[src/rtl/control_unit_phase_2.sv]
// Decode-stage control unit with a sequencer for LDM, CALL/RET/RTI and
// interrupt entry. Ports: i_clk, i_reset, i_op_code, i_interrupt, i_stall
// in; ID/EX control bundle, o_stall (freeze fetch/PC) and o_busy out.
module control_unit_phase_2 #(
  parameter int PC_WORDS = 2,
  parameter int ALU_FN_W = 3,
  localparam int SEL_W = (PC_WORDS > 1) ? $clog2(PC_WORDS) : 1
) (
  input  logic                i_clk,
  input  logic                i_reset,
  input  logic [4:0]          i_op_code,
  input  logic                i_interrupt,
  input  logic                i_stall,
  output logic [ALU_FN_W-1:0] o_alu_function,
  output logic [1:0]          o_wb_selector,
  output logic                o_write_back,
  output logic                o_mem_read,
  output logic                o_mem_write,
  output logic                o_imm,
  output logic                o_stack_operation,
  output logic                o_stack_function,
  output logic                o_push_pc,
  output logic                o_pop_pc,
  output logic                o_push_flags,
  output logic                o_pop_flags,
  output logic [SEL_W-1:0]    o_pc_word_sel,
  output logic                o_branch_operation,
  output logic [1:0]          o_branch_selector,
  output logic                o_int_vector,
  output logic                o_change_carry,
  output logic                o_carry_value,
  output logic                o_output_port,
  output logic                o_read1,
  output logic                o_read2,
  output logic                o_stall,
  output logic                o_busy
);

  localparam logic [4:0] OP_NOT  = 5'h01;
  localparam logic [4:0] OP_ADD  = 5'h02;
  localparam logic [4:0] OP_STD  = 5'h03;
  localparam logic [4:0] OP_LDM  = 5'h04;
  localparam logic [4:0] OP_LDD  = 5'h05;
  localparam logic [4:0] OP_PUSH = 5'h06;
  localparam logic [4:0] OP_POP  = 5'h07;
  localparam logic [4:0] OP_CALL = 5'h08;
  localparam logic [4:0] OP_RET  = 5'h09;
  localparam logic [4:0] OP_RTI  = 5'h0A;
  localparam logic [4:0] OP_JZ   = 5'h0B;
  localparam logic [4:0] OP_JMP  = 5'h0C;
  localparam logic [4:0] OP_SETC = 5'h0D;
  localparam logic [4:0] OP_CLRC = 5'h0E;
  localparam logic [4:0] OP_OUT  = 5'h0F;

  localparam logic [ALU_FN_W-1:0] ALU_NOT = ALU_FN_W'(1);
  localparam logic [ALU_FN_W-1:0] ALU_ADD = ALU_FN_W'(2);
  localparam logic [SEL_W-1:0]    LAST    = SEL_W'(PC_WORDS - 1);

  typedef enum logic [2:0] {
    IDLE, IMM, PUSH_PC, PUSH_FLAGS,
    VECTOR, CALL_JMP, POP_FLAGS, POP_PC
  } state_t;

  typedef struct packed {
    logic [ALU_FN_W-1:0] alu;
    logic [1:0]          wbs;
    logic                wb;
    logic                mrd;
    logic                mwr;
    logic                imm;
    logic                sop;
    logic                sfn;
    logic                ppc;
    logic                popc;
    logic                pfl;
    logic                popfl;
    logic [SEL_W-1:0]    sel;
    logic                bop;
    logic [1:0]          bsel;
    logic                ivec;
    logic                chc;
    logic                cval;
    logic                outp;
    logic                r1;
    logic                r2;
    logic                stall;
  } ctl_t;

  state_t           state_q, state_d;
  logic [SEL_W-1:0] cnt_q, cnt_d;
  logic             src_q, src_d;   // 1: interrupt entry, 0: CALL
  logic             pend_q, pend_d;
  logic             take;
  ctl_t             c, o;

  always_ff @(posedge i_clk or posedge i_reset) begin
    if (i_reset) begin
      state_q <= IDLE;
      cnt_q   <= '0;
      src_q   <= 1'b0;
      pend_q  <= 1'b0;
    end else begin
      state_q <= state_d;
      cnt_q   <= cnt_d;
      src_q   <= src_d;
      pend_q  <= pend_d;
    end
  end

  // A request on the entry edge re-arms pending (level source).
  assign pend_d = i_interrupt | (pend_q & ~take);

  always_comb begin
    state_d = state_q;
    cnt_d   = cnt_q;
    src_d   = src_q;
    take    = 1'b0;
    c       = '0;
    if (i_stall) begin
      c.stall = 1'b1;
    end else begin
      unique case (state_q)
        IDLE: begin
          if (pend_q) begin
            c.stall = 1'b1;
            take    = 1'b1;
            cnt_d   = '0;
            src_d   = 1'b1;
            state_d = PUSH_PC;
          end else begin
            case (i_op_code)
              OP_NOT: begin
                c.alu = ALU_NOT; c.wb = 1'b1; c.r1 = 1'b1;
              end
              OP_ADD: begin
                c.alu = ALU_ADD; c.wb = 1'b1;
                c.r1 = 1'b1; c.r2 = 1'b1;
              end
              OP_STD: begin
                c.mwr = 1'b1; c.r1 = 1'b1; c.r2 = 1'b1;
              end
              OP_LDM: state_d = IMM;
              OP_LDD: begin
                c.mrd = 1'b1; c.wbs = 2'd1;
                c.wb = 1'b1; c.r1 = 1'b1;
              end
              OP_PUSH: begin
                c.sop = 1'b1; c.mwr = 1'b1; c.r1 = 1'b1;
              end
              OP_POP: begin
                c.sop = 1'b1; c.sfn = 1'b1; c.mrd = 1'b1;
                c.wbs = 2'd1; c.wb = 1'b1;
              end
              OP_CALL: begin
                c.stall = 1'b1; cnt_d = '0;
                src_d = 1'b0; state_d = PUSH_PC;
              end
              OP_RET: begin
                c.stall = 1'b1; cnt_d = LAST; state_d = POP_PC;
              end
              OP_RTI: begin
                c.stall = 1'b1; state_d = POP_FLAGS;
              end
              OP_JZ: begin
                c.bop = 1'b1; c.bsel = 2'd1; c.r1 = 1'b1;
              end
              OP_JMP: begin
                c.bop = 1'b1; c.r1 = 1'b1;
              end
              OP_SETC: begin
                c.chc = 1'b1; c.cval = 1'b1;
              end
              OP_CLRC: c.chc = 1'b1;
              OP_OUT: begin
                c.outp = 1'b1; c.r1 = 1'b1;
              end
              default: ;
            endcase
          end
        end
        IMM: begin
          c.imm = 1'b1; c.wb = 1'b1; c.wbs = 2'd2;
          state_d = IDLE;
        end
        PUSH_PC: begin
          c.ppc = 1'b1; c.mwr = 1'b1; c.sop = 1'b1;
          c.sel = cnt_q; c.stall = 1'b1;
          if (cnt_q == LAST) begin
            cnt_d   = '0;
            state_d = src_q ? PUSH_FLAGS : CALL_JMP;
          end else begin
            cnt_d = cnt_q + SEL_W'(1);
          end
        end
        PUSH_FLAGS: begin
          c.pfl = 1'b1; c.mwr = 1'b1; c.sop = 1'b1;
          c.stall = 1'b1;
          state_d = VECTOR;
        end
        VECTOR: begin
          c.ivec = 1'b1;
          state_d = IDLE;
        end
        CALL_JMP: begin
          c.bop = 1'b1; c.r1 = 1'b1;
          state_d = IDLE;
        end
        POP_FLAGS: begin
          c.popfl = 1'b1; c.mrd = 1'b1;
          c.sop = 1'b1; c.sfn = 1'b1; c.stall = 1'b1;
          cnt_d = LAST; state_d = POP_PC;
        end
        POP_PC: begin
          c.popc = 1'b1; c.mrd = 1'b1;
          c.sop = 1'b1; c.sfn = 1'b1; c.sel = cnt_q;
          if (cnt_q == '0) begin
            state_d = IDLE;
          end else begin
            c.stall = 1'b1;
            cnt_d = cnt_q - SEL_W'(1);
          end
        end
      endcase
    end
  end

  // Bundle is a bubble while reset is held, whatever sits in decode.
  always_comb begin
    o = c;
    if (i_reset) o = '0;
  end

  assign o_alu_function     = o.alu;
  assign o_wb_selector      = o.wbs;
  assign o_write_back       = o.wb;
  assign o_mem_read         = o.mrd;
  assign o_mem_write        = o.mwr;
  assign o_imm              = o.imm;
  assign o_stack_operation  = o.sop;
  assign o_stack_function   = o.sfn;
  assign o_push_pc          = o.ppc;
  assign o_pop_pc           = o.popc;
  assign o_push_flags       = o.pfl;
  assign o_pop_flags        = o.popfl;
  assign o_pc_word_sel      = o.sel;
  assign o_branch_operation = o.bop;
  assign o_branch_selector  = o.bsel;
  assign o_int_vector       = o.ivec;
  assign o_change_carry     = o.chc;
  assign o_carry_value      = o.cval;
  assign o_output_port      = o.outp;
  assign o_read1            = o.r1;
  assign o_read2            = o.r2;
  assign o_stall            = o.stall;
  assign o_busy             = (state_q != IDLE);

endmodule

[config.mk]
export PLATFORM = sky130hd
export DESIGN_NAME = control_unit_phase_2
export DESIGN_NICKNAME = d
export VERILOG_FILES = /design/src/rtl/control_unit_phase_2.sv
export SDC_FILE = /design/constraint.sdc
export NUM_CORES = 1
export LEC_CHECK = 0
export BUFFER_PORTS_ARGS = -buffer_cell sky130_fd_sc_hd__buf_2
export CORE_MARGIN = 3
export CORE_UTILIZATION = 51
export CTS_CLUSTER_SIZE = 40
export DETAILED_ROUTE_END_ITERATION = 10
export GPL_TIMING_DRIVEN = 0
export PLACE_DENSITY = 0.95
export SYNTH_ARGS = -nofsm -noshare
export SYNTH_HDL_FRONTEND = slang
export SYNTH_SLANG_ARGS = --single-unit
[constraint.sdc]
create_clock -name i_clk -period 4.45 [get_ports i_clk]
set_clock_uncertainty 0.15 [all_clocks]
set_input_delay 0.2225 -clock i_clk [delete_from_list [all_inputs] [get_ports i_clk]]
set_output_delay 0.2225 -clock i_clk [all_outputs]
set_load 0.005 [all_outputs]
# ---- Word level (Yosys, flattened, before mapping)
# Cells that the tools add are included.
# W data, S select, Z words.
dict set report classes {
  muxes 59
  n_bitwise 4
  addsub 2
  n_reduce_logical 22
  n_eq_ne 26
}
# operator count
set op_table {}
lappend op_table {{$eq A5 B4 Y1 const B} 8}
lappend op_table {{$mux W1} 33}
lappend op_table {{$mux W26} 1}
lappend op_table {{$mux W25} 1}
lappend op_table {{$mux W3} 7}
lappend op_table {{$eq A5 B3 Y1 const B} 4}
lappend op_table {{$pmux W3 S6} 1}
lappend op_table {{$reduce_or A2 Y1} 9}
lappend op_table {{$pmux W1 S2} 7}
lappend op_table {{$eq A3 B3 Y1 const B} 4}
lappend op_table {{$pmux W3 S4} 1}
lappend op_table {{$eq A5 B2 Y1 const B} 2}
lappend op_table {{$reduce_or A3 Y1} 3}
lappend op_table {{$reduce_or A4 Y1} 2}
lappend op_table {{$reduce_or A8 Y1} 1}
lappend op_table {{$mux W7} 1}
lappend op_table {{$eq A3 B2 Y1 const B} 2}
lappend op_table {{$ne A6 B2 Y1 const B} 1}
lappend op_table {{$pmux W3 S2} 1}
lappend op_table {{$reduce_and A3 Y1} 2}
lappend op_table {{$eq A5 B1 Y1 const B} 1}
lappend op_table {{$mux W5} 1}
lappend op_table {{$mux W2} 2}
lappend op_table {{$ne A2 B2 Y1 const B} 2}
lappend op_table {{other kinds (15)} 16}
dict set report totals {
  ff_bits 6
  out_inout_bits 27
  inputBits 9
  wordCells 117
}

# ---- Logic depth before layout (Yosys ltp)
# Gate-level depths: netlist of run 1.
dict set report logic_depth {
  ltp_word 7
  depth_mapped 5
  mapped_depth_nobuf 4
}

# ---- Worst setup path before layout of run 1
# No wires, ideal clock.
dict set report synth_timing {
  path_type {register -> output}
  startpoint {reg state_q[1]}
  endpoint {out o_write_back}
  path_stages_with_launch 5
  n_path_buf 0
  setup_slack_ns 2.491
  required_time_ns 4.078
  t_arrival_ns 1.586
  path_cell_list {dfrtp_1 -> nor4_4 -> nand2_2 -> or3_1 -> o311ai_2}
}
dict set report synth_via {
  elab_chain_len 4
  elab_cells_between_ends 5
  cone_classes {1 x eq/ne; 3 x mux; 1 x reduce/logical}
}
# element line
set synth_lines {}
lappend synth_lines {{start, declared} 89} ;# state_t state_q, state_d;
lappend synth_lines {{start signal, assigned} 103} ;# state_q <= state_d;
lappend synth_lines {{$eq A3 B1 Y1 / $logic_not A3 Y1 (equally long branches)} 122} ;# unique case (state_q)
lappend synth_lines {{$pmux W3 S2 (*)} 122}
lappend synth_lines {{$mux W25 (*)} 119} ;# if (i_stall) begin
lappend synth_lines {{$mux W26 (*)} 230} ;# if (i_reset) o = '0;
lappend synth_lines {{end, declared} 16} ;# output logic o_write_back,
# Mark *: on every way between the ends. The rest lies on a longest branch, timed or not.

# ---- Worst setup path after layout of run 1
dict set report layout_timing {
  startpoint {in i_reset}
  endpoint {out o_write_back}
}
dict set report layout_via {
  elab_chain_len 1
}
# element line
set layout_lines {}
lappend layout_lines {{start, declared} 10} ;# input logic i_reset,
lappend layout_lines {{$mux W26} 230}
# Every way passes these cells.

==> results of run 1 <==
## worst max-delay path, stage by stage
cell                            delay, ns
sky130_fd_sc_hd__dlygate4sd3_1       0.53
sky130_fd_sc_hd__buf_2               0.13
sky130_fd_sc_hd__nor2_1              0.43
sky130_fd_sc_hd__nand2_2             0.17
sky130_fd_sc_hd__or3_1               0.41
sky130_fd_sc_hd__o311ai_2            0.26
sky130_fd_sc_hd__buf_2               0.15
## power by group through the flow
stage / clock [mW] / sequential (mW) / combinational (mW)
2_1_floorplan: 0 / 0.0989 / 0.173
3_3_place_gp: 0 / 0.104 / 0.229
3_5_place_dp: 0 / 0.105 / 0.234
4_1_cts: 0.0514 / 0.105 / 0.236
5_1_grt: 0.0549 / 0.108 / 0.262
6_report: 0.0482 / 0.105 / 0.240
## cell usage after synthesis, drive strengths merged
| cell type | instances |
|---|---|
| o21ai | 6 |
| dfrtp | 6 |
| nor2b | 1 |
| conb | 1 |
| o2bb2ai | 1 |
| o31a | 1 |
| or3b | 2 |
| nand3 | 2 |
| a21o | 1 |
| nor2 | 13 |
| xnor2 | 2 |
| nand4 | 3 |
| or4b | 1 |
| mux2i | 4 |
| and2 | 1 |
| nand2 | 10 |
| o22ai | 1 |
| a31oi | 1 |
| inv | 9 |
| a311oi | 1 |
| a211oi | 4 |
| a21oi | 4 |
| clkbuf | 6 |
| o211ai | 1 |
| a2bb2oi | 1 |
| or4 | 1 |
| a32oi | 1 |
| o21a | 2 |
| nand4b | 1 |
| o31ai | 2 |
| nor3 | 5 |
| mux2 | 1 |
| or3 | 2 |
| nor4 | 2 |
| o311ai | 2 |
| nor3b | 3 |
| a22o | 1 |
| and3b | 2 |
| a21boi | 1 |
| or2 | 1 |
| buf | 5 |
| xor2 | 1 |
| nand2b | 3 |
## cell families after synthesis
| group | Yosys count | share of synthesized area |
|---|---|---|
| simple gates | 53 | 0.360 |
| compound gates | 31 | 0.264 |
| buf+inv | 20 | 0.102 |
| flops | 6 | 0.178 |
| mux | 5 | 0.0607 |
| xor+xnor | 3 | 0.0311 |
| other cells | 1 | 0.00444 |
## metal layers
layer	routed length [µm]	part of all wire	global-route usage
met3	163	0.068	0.0352
met1	1030	0.43	0.285
met5	0	0	0
met4	6	0.0025	0.0331
met2	1180	0.50	0.374
## repair_timing
action / in CTS / in global routing
buffers inserted: 0 / 0
hold endpoints to repair: 6 / 0
hold buffers: 1 / 0
## state kept, by name, summed over array words and instances, names as in the netlist
name / flops
state_q: 3
src_q: 1
pend_q: 1
cnt_q: 1
## cells in the final DEF (no fill, tap or decap), types with 3 or more instances in the layout
master,Yosys,layout
sky130_fd_sc_hd__inv_1,8,8
sky130_fd_sc_hd__buf_2,0,33
sky130_fd_sc_hd__o21ai_0,4,4
sky130_fd_sc_hd__clkbuf_4,0,3
sky130_fd_sc_hd__clkbuf_1,6,6
sky130_fd_sc_hd__nor3b_1,3,3
sky130_fd_sc_hd__nand2b_1,3,3
sky130_fd_sc_hd__nand2_1,9,9
sky130_fd_sc_hd__nor3_1,5,5
sky130_fd_sc_hd__a21oi_1,4,4
sky130_fd_sc_hd__buf_4,3,3
sky130_fd_sc_hd__a211oi_1,4,4
sky130_fd_sc_hd__mux2i_1,4,4
sky130_fd_sc_hd__nor2_1,13,13
sky130_fd_sc_hd__dfrtp_1,6,6
sky130_fd_sc_hd__nand4_1,3,3
## final cells by class
cell class / instances / area, µm² / share of cell area
Multi-Input combinational cell: 94 / 612 / 0.574
Clock buffer: 3 / 22.5 / 0.0211
Sequential cell: 6 / 150 / 0.141
Buffer: 11 / 52.6 / 0.0493
Tap cell: 16 / 20.0 / 0.0188
Timing Repair Buffer: 34 / 175 / 0.164
Inverter: 9 / 33.8 / 0.0317
## worst paths after layout
kind | start | end | cells past startpoint
max in group asynchronous | i_reset | pend_q | 3
worst min-delay path | i_interrupt | pend_q | 2
worst max-delay path | i_reset | o_write_back | 7
worst min register to register | src_q | src_q | 2
worst max register to register | state_q[0] | state_q[0] | 4
min in group asynchronous | i_reset | cnt_q | 3
==> flow_summary.ini, run 1 <==
[global_routing]
grt_antenna_before_repair = 0
wire_length_of_the_first_global_routing_pass_mm = 3.48
congestion_overflow_gr = 0
track_usage = 0.216
grt_pass1_vias = 850
pin_count_of_the_biggest_net_entering_global_routing = 11

[place]
globalplace.congestion = 0.951
buffer_ports.inserted = 33
placed_cells = 169
placement.setup.worst_slack_ns = 2.21
detailed_place_hpwl_mm = 1.84
dpl-instance-area_um2 = 1030

[synthesis]
synth.ff_latch_count = 6
yosysSeqAreaShare = 0.178
synthesis.yosys.warnings = 0
synth.cell_area_um2 = 845
ys_top_cells_by_area = sky130_fd_sc_hd__dfrtp_1 (18%), sky130_fd_sc_hd__nor2_1 (5.8%), sky130_fd_sc_hd__mux2i_1 (4.7%), sky130_fd_sc_hd__nand2_1 (4.0%), sky130_fd_sc_hd__a211oi_1 (3.6%)
yosysTopAreaCellShare = 0.178
synth.avg_cell_area_um2 = 7.10
ys_types = 49
synthCells = 119
post_synth_top_area_cell = sky130_fd_sc_hd__dfrtp_1

[layout]
area_growth_pct = 26.2
nFillCells = 141
antenna_diode_instance_count = 0
layout_cell_share_with_drive_strength_beyond_1 = 0.280
postLayoutCellArea_um2 = 1070
fin_nets = 168
stdcell_count = 173
final_core_util = 0.700

[pwr]
clock_power_share = 0.123
totalPowerFinal_mw = 0.393
power.leakage_nw = 0.514
intPower_mw = 0.200
power.density_nw_per_um2 = 369
switching_share = 0.490
netSwitchingPower_mw = 0.193
combinationalPowerShare = 0.610
seq_power_share = 0.267
peakVddDrop_mv = 0.359

[sta]
achievable-frequency_mhz = 373
finalSetupViolations = 0
final.period_utilization = 0.602
finalWorstPathRequiredPeriod_ns = 2.68
timing.max_slew.rel_slack = 0.642
worst_tran_pin_value_ns = 0.534
final-hold-violation-count = 0
worst_setup_slack_final_ns = 1.77
report.final.slew_viol_count = 0
fin_hold_ws_ns = 0.0122
rsz0062_at_grt = false
fin_tns_setup_ns = 0

[clock_network]
cts-root-buf = sky130_fd_sc_hd__clkbuf_4
post_cts_resized = 0
worst_setup_hold_path_clk_slew_ns = 0.04
cts_made_buffers = 3
numClockSinks = 6
tritoncts = built
cts.htree.levels = 1
cts_buffer_depth = 2
clkLatencyLatePin_ns = 0.24

[floorplan]
die-height_um = 46.7
design.portCount = 36
floorplan.die_area_um2 = 2180
placementRows = 14
floorplan.die.width_um = 46.7
fp.coreArea_um2 = 1520
start_util = 0.554

[flow_run]
drv.max_cap_violation_count = 0

[setup_path]
cp.arrival_ns = 2.30
cp-start-kind = input port
crit_path_end_kind = output pin
worst-path-max-fanout = 9
critical_path_required_ns = 4.08
worstSetupPathType = in2out
rrSetupSlack_ns = 2.48

[route]
vias = 1024
drt-wirelength-per-cell_um = 13.8
viasPerCell = 5.92
ant_nets = 0
drt_wl_total_mm = 2.38
post-route-drc-count = 0
first_pass_detailed_route_iteration_total = 4
detailedRoute.firstIterationViolations = 34

[hold_path]
timing.hold.worst.class = in2reg

[status]
outcome = finished, final reports clean
Power figures use the tool's default switching activity.
==> inputs of run 2 (changes only) <==
Settings changed: ABC_AREA set to 1, CORE_UTILIZATION 51 to 46, PLACE_DENSITY 0.95 to 0.9.
Clock period 4.45 ns to 2.55 ns, I/O delays scaled along.
==> run 2 against run 1 <==
Against the previous run: total power up 71%; largest power group unchanged; critical endpoint is now o_alu_function[1]; synthesized cell count up 25%; register-to-register slack worse by 1.5 ns.
==> flow_summary.ini, run 2 <==
[status]
outcome = finished, final reports clean

[floorplan]
design.portCount = 36
start_util = 0.510
floorplan.die.width_um = 47.8
fp.coreArea_um2 = 1580
floorplan.die_area_um2 = 2290
placementRows = 14
die-height_um = 47.8

[synthesis]
ys_types = 23
post_synth_top_area_cell = sky130_fd_sc_hd__nand2_1
synthesis.yosys.warnings = 0
yosys-top-cells-count = sky130_fd_sc_hd__nand2_1 (43), sky130_fd_sc_hd__nor2_1 (29), sky130_fd_sc_hd__nand3_1 (12), sky130_fd_sc_hd__inv_2 (11), sky130_fd_sc_hd__inv_1 (9)
yosysTopAreaCellShare = 0.201
ys_async_sr_fraction = 1.00
ys_top_cells_by_area = sky130_fd_sc_hd__nand2_1 (20%), sky130_fd_sc_hd__dfrtp_1 (19%), sky130_fd_sc_hd__nor2_1 (14%), sky130_fd_sc_hd__nand3_1 (7.5%), sky130_fd_sc_hd__inv_2 (5.1%)
synthMostInstantiatedCell = sky130_fd_sc_hd__nand2_1
synth-main-ff-cell = sky130_fd_sc_hd__dfrtp_1
yosysSeqAreaShare = 0.187
synth.cell_area_um2 = 805
synth.ff_latch_count = 6
synth.avg_cell_area_um2 = 5.40
number_of_enable_flip_flop_cells_after_synthesis = 0
synthCells = 149

[hold_path]
timing.hold.worst.class = in2reg

[clock_network]
cts.htree.levels = 1
clkLatencyLatePin_ns = 0.26
cts_buffer_depth = 2
tritoncts = built
cts-root-buf = sky130_fd_sc_hd__clkbuf_4
worst_setup_hold_path_clk_slew_ns = 0.04
cts_made_buffers = 3
numClockSinks = 6
post_cts.repair.setup_buffers = 0

[place]
placed_cells = 199
globalplace.congestion = 0.913
buffer_ports.inserted = 33
detailed_place_hpwl_mm = 1.85
dpl-instance-area_um2 = 993

[layout]
largest_register_ffs = 3
stdcell_count = 204
multi_input_gate_area_in_the_final_layout_um2 = 551
regMostFlops = state_q
nFillCells = 135
layout.cells.most_common_list = sky130_fd_sc_hd__nand2_1 (43), sky130_fd_sc_hd__buf_2 (35), sky130_fd_sc_hd__nor2_1 (29)
final_core_util = 0.657
postLayoutCellArea_um2 = 1040
fin_nets = 199
layout_cell_share_with_drive_strength_beyond_1 = 0.319
most_frequent_standard_cell_in_the_layout_excluding_fill_and_tap_cells = sky130_fd_sc_hd__nand2_1
area_growth_pct = 28.8
regArea_um2 = 150
antenna_diode_instance_count = 0

[pwr]
totalPowerFinal_mw = 0.672
peakVddDrop_mv = 0.482
power.density_nw_per_um2 = 649
power.leakage_nw = 0.601

[route]
met1Wirelength_um = 990
first_pass_detailed_route_iteration_total = 4
viasPerCell = 5.29
vias = 1080
met3WireLength_um = 146
wl_met2_mm = 1.11
post-route-drc-count = 0
detailedRoute.firstIterationViolations = 58
ant_nets = 0
highest-signal-layer = met4
drt-wirelength-per-cell_um = 11.1
drt_wl_total_mm = 2.26

[setup_path]
cp.arrival_ns = 1.81
worstSetupPathType = in2out
cp-start-kind = input port
crit_path_end_kind = output pin
critical_path_required_ns = 2.27
worst-path-max-fanout = 6

[global_routing]
grt_antenna_before_repair = 0
pin_count_of_the_biggest_net_entering_global_routing = 11
track_usage = 0.213
congestion_overflow_gr = 0
grt_pass1_vias = 913
wire_length_of_the_first_global_routing_pass_mm = 3.57

[sta]
report.final.slew_viol_count = 0
finalWorstPathRequiredPeriod_ns = 2.09
final.period_utilization = 0.818
rsz0062_at_grt = false
final-hold-violation-count = 0
finalSetupViolations = 0
fin_tns_setup_ns = 0
achievable-frequency_mhz = 479

[flow_run]
drv.max_cap_violation_count = 0
-- run 2: cell types whose count changed after synthesis, moves of 4 or more --
| cell | change |
|---|---|
| sky130_fd_sc_hd__nor2_1 | +16 |
| sky130_fd_sc_hd__o21ai_1 | +4 |
| sky130_fd_sc_hd__nand2_1 | +34 |
| sky130_fd_sc_hd__nand3_1 | +10 |
| sky130_fd_sc_hd__mux2i_1 | -4 |
| sky130_fd_sc_hd__clkbuf_1 | -6 |
| sky130_fd_sc_hd__inv_2 | +10 |
-- run 2: where the power goes --
| part | switching, mW | total, mW | internal, mW |
|---|---|---|---|
| logic | 0.280 | 0.419 | 0.139 |
| registers | 0.0310 | 0.159 | 0.128 |
| clock network | 0.0403 | 0.0940 | 0.0536 |
-- run 2: repair_timing --
item                                   4_1_cts  5_1_grt
endpoints found under the hold margin        7        0
resized for setup                            0        0
hold buffers                                 2        0
-- run 2: final timing paths --
check,cells after the start,end,slack [ns],from
worst max-delay path,8,o_alu_function[1],0.46,i_reset
worst min-delay path,3,pend_q,0.07,i_stall
worst max register to register,8,state_q[2],0.95,state_q[0]
worst min register to register,1,src_q,0.39,src_q
max in group asynchronous,3,src_q,1.85,i_reset
min in group asynchronous,3,cnt_q,0.20,i_reset
-- run 2: cell type report --
type / count / share of cell area
buffer: 5 / 0.0314
sequential: 6 / 0.145
inverter: 20 / 0.0725
multi-input combinational: 119 / 0.531
tap: 16 / 0.0193
clock buffer: 3 / 0.0217
timing repair buffer: 35 / 0.179
-- run 2: routing by layer --
metal | vias to the layer above | GRT usage
met3 | 2 | 0.0338
li1 | 551 | -
met4 | 0 | 0.0645
met2 | 43 | 0.367
met1 | 484 | 0.269
met5 | - | 0
-- run 2: through the flow --
step / worst slack (ns) / hold slack (ns)
2_1_floorplan: 1.08 / -0.232
3_3_place_gp: 0.850 / -0.0845
3_5_place_dp: 0.848 / -0.0806
4_1_cts: 0.477 / 0.0600
5_1_grt: 0.305 / 0.0834
6_report: 0.464 / 0.0704
-- run 2: critical path, stage by stage --
cell and delay (ns):
sky130_fd_sc_hd__dlygate4sd3_1 0.54, sky130_fd_sc_hd__buf_2 0.14, sky130_fd_sc_hd__nor2_1 0.28, sky130_fd_sc_hd__inv_2 0.13
sky130_fd_sc_hd__nor2_4 0.19, sky130_fd_sc_hd__nand3_1 0.15, sky130_fd_sc_hd__nor3_2 0.12, sky130_fd_sc_hd__buf_2 0.13
-- run 2: kinds of logic after synthesis --
kind of cell           after synthesis  share of synthesized area
and+or+nand+nor                     99                      0.546
DFF                                  6                      0.187
AOI/OAI and AO/OA                   18                      0.129
buffers and inverters               25                      0.134
other                                1                    0.00466
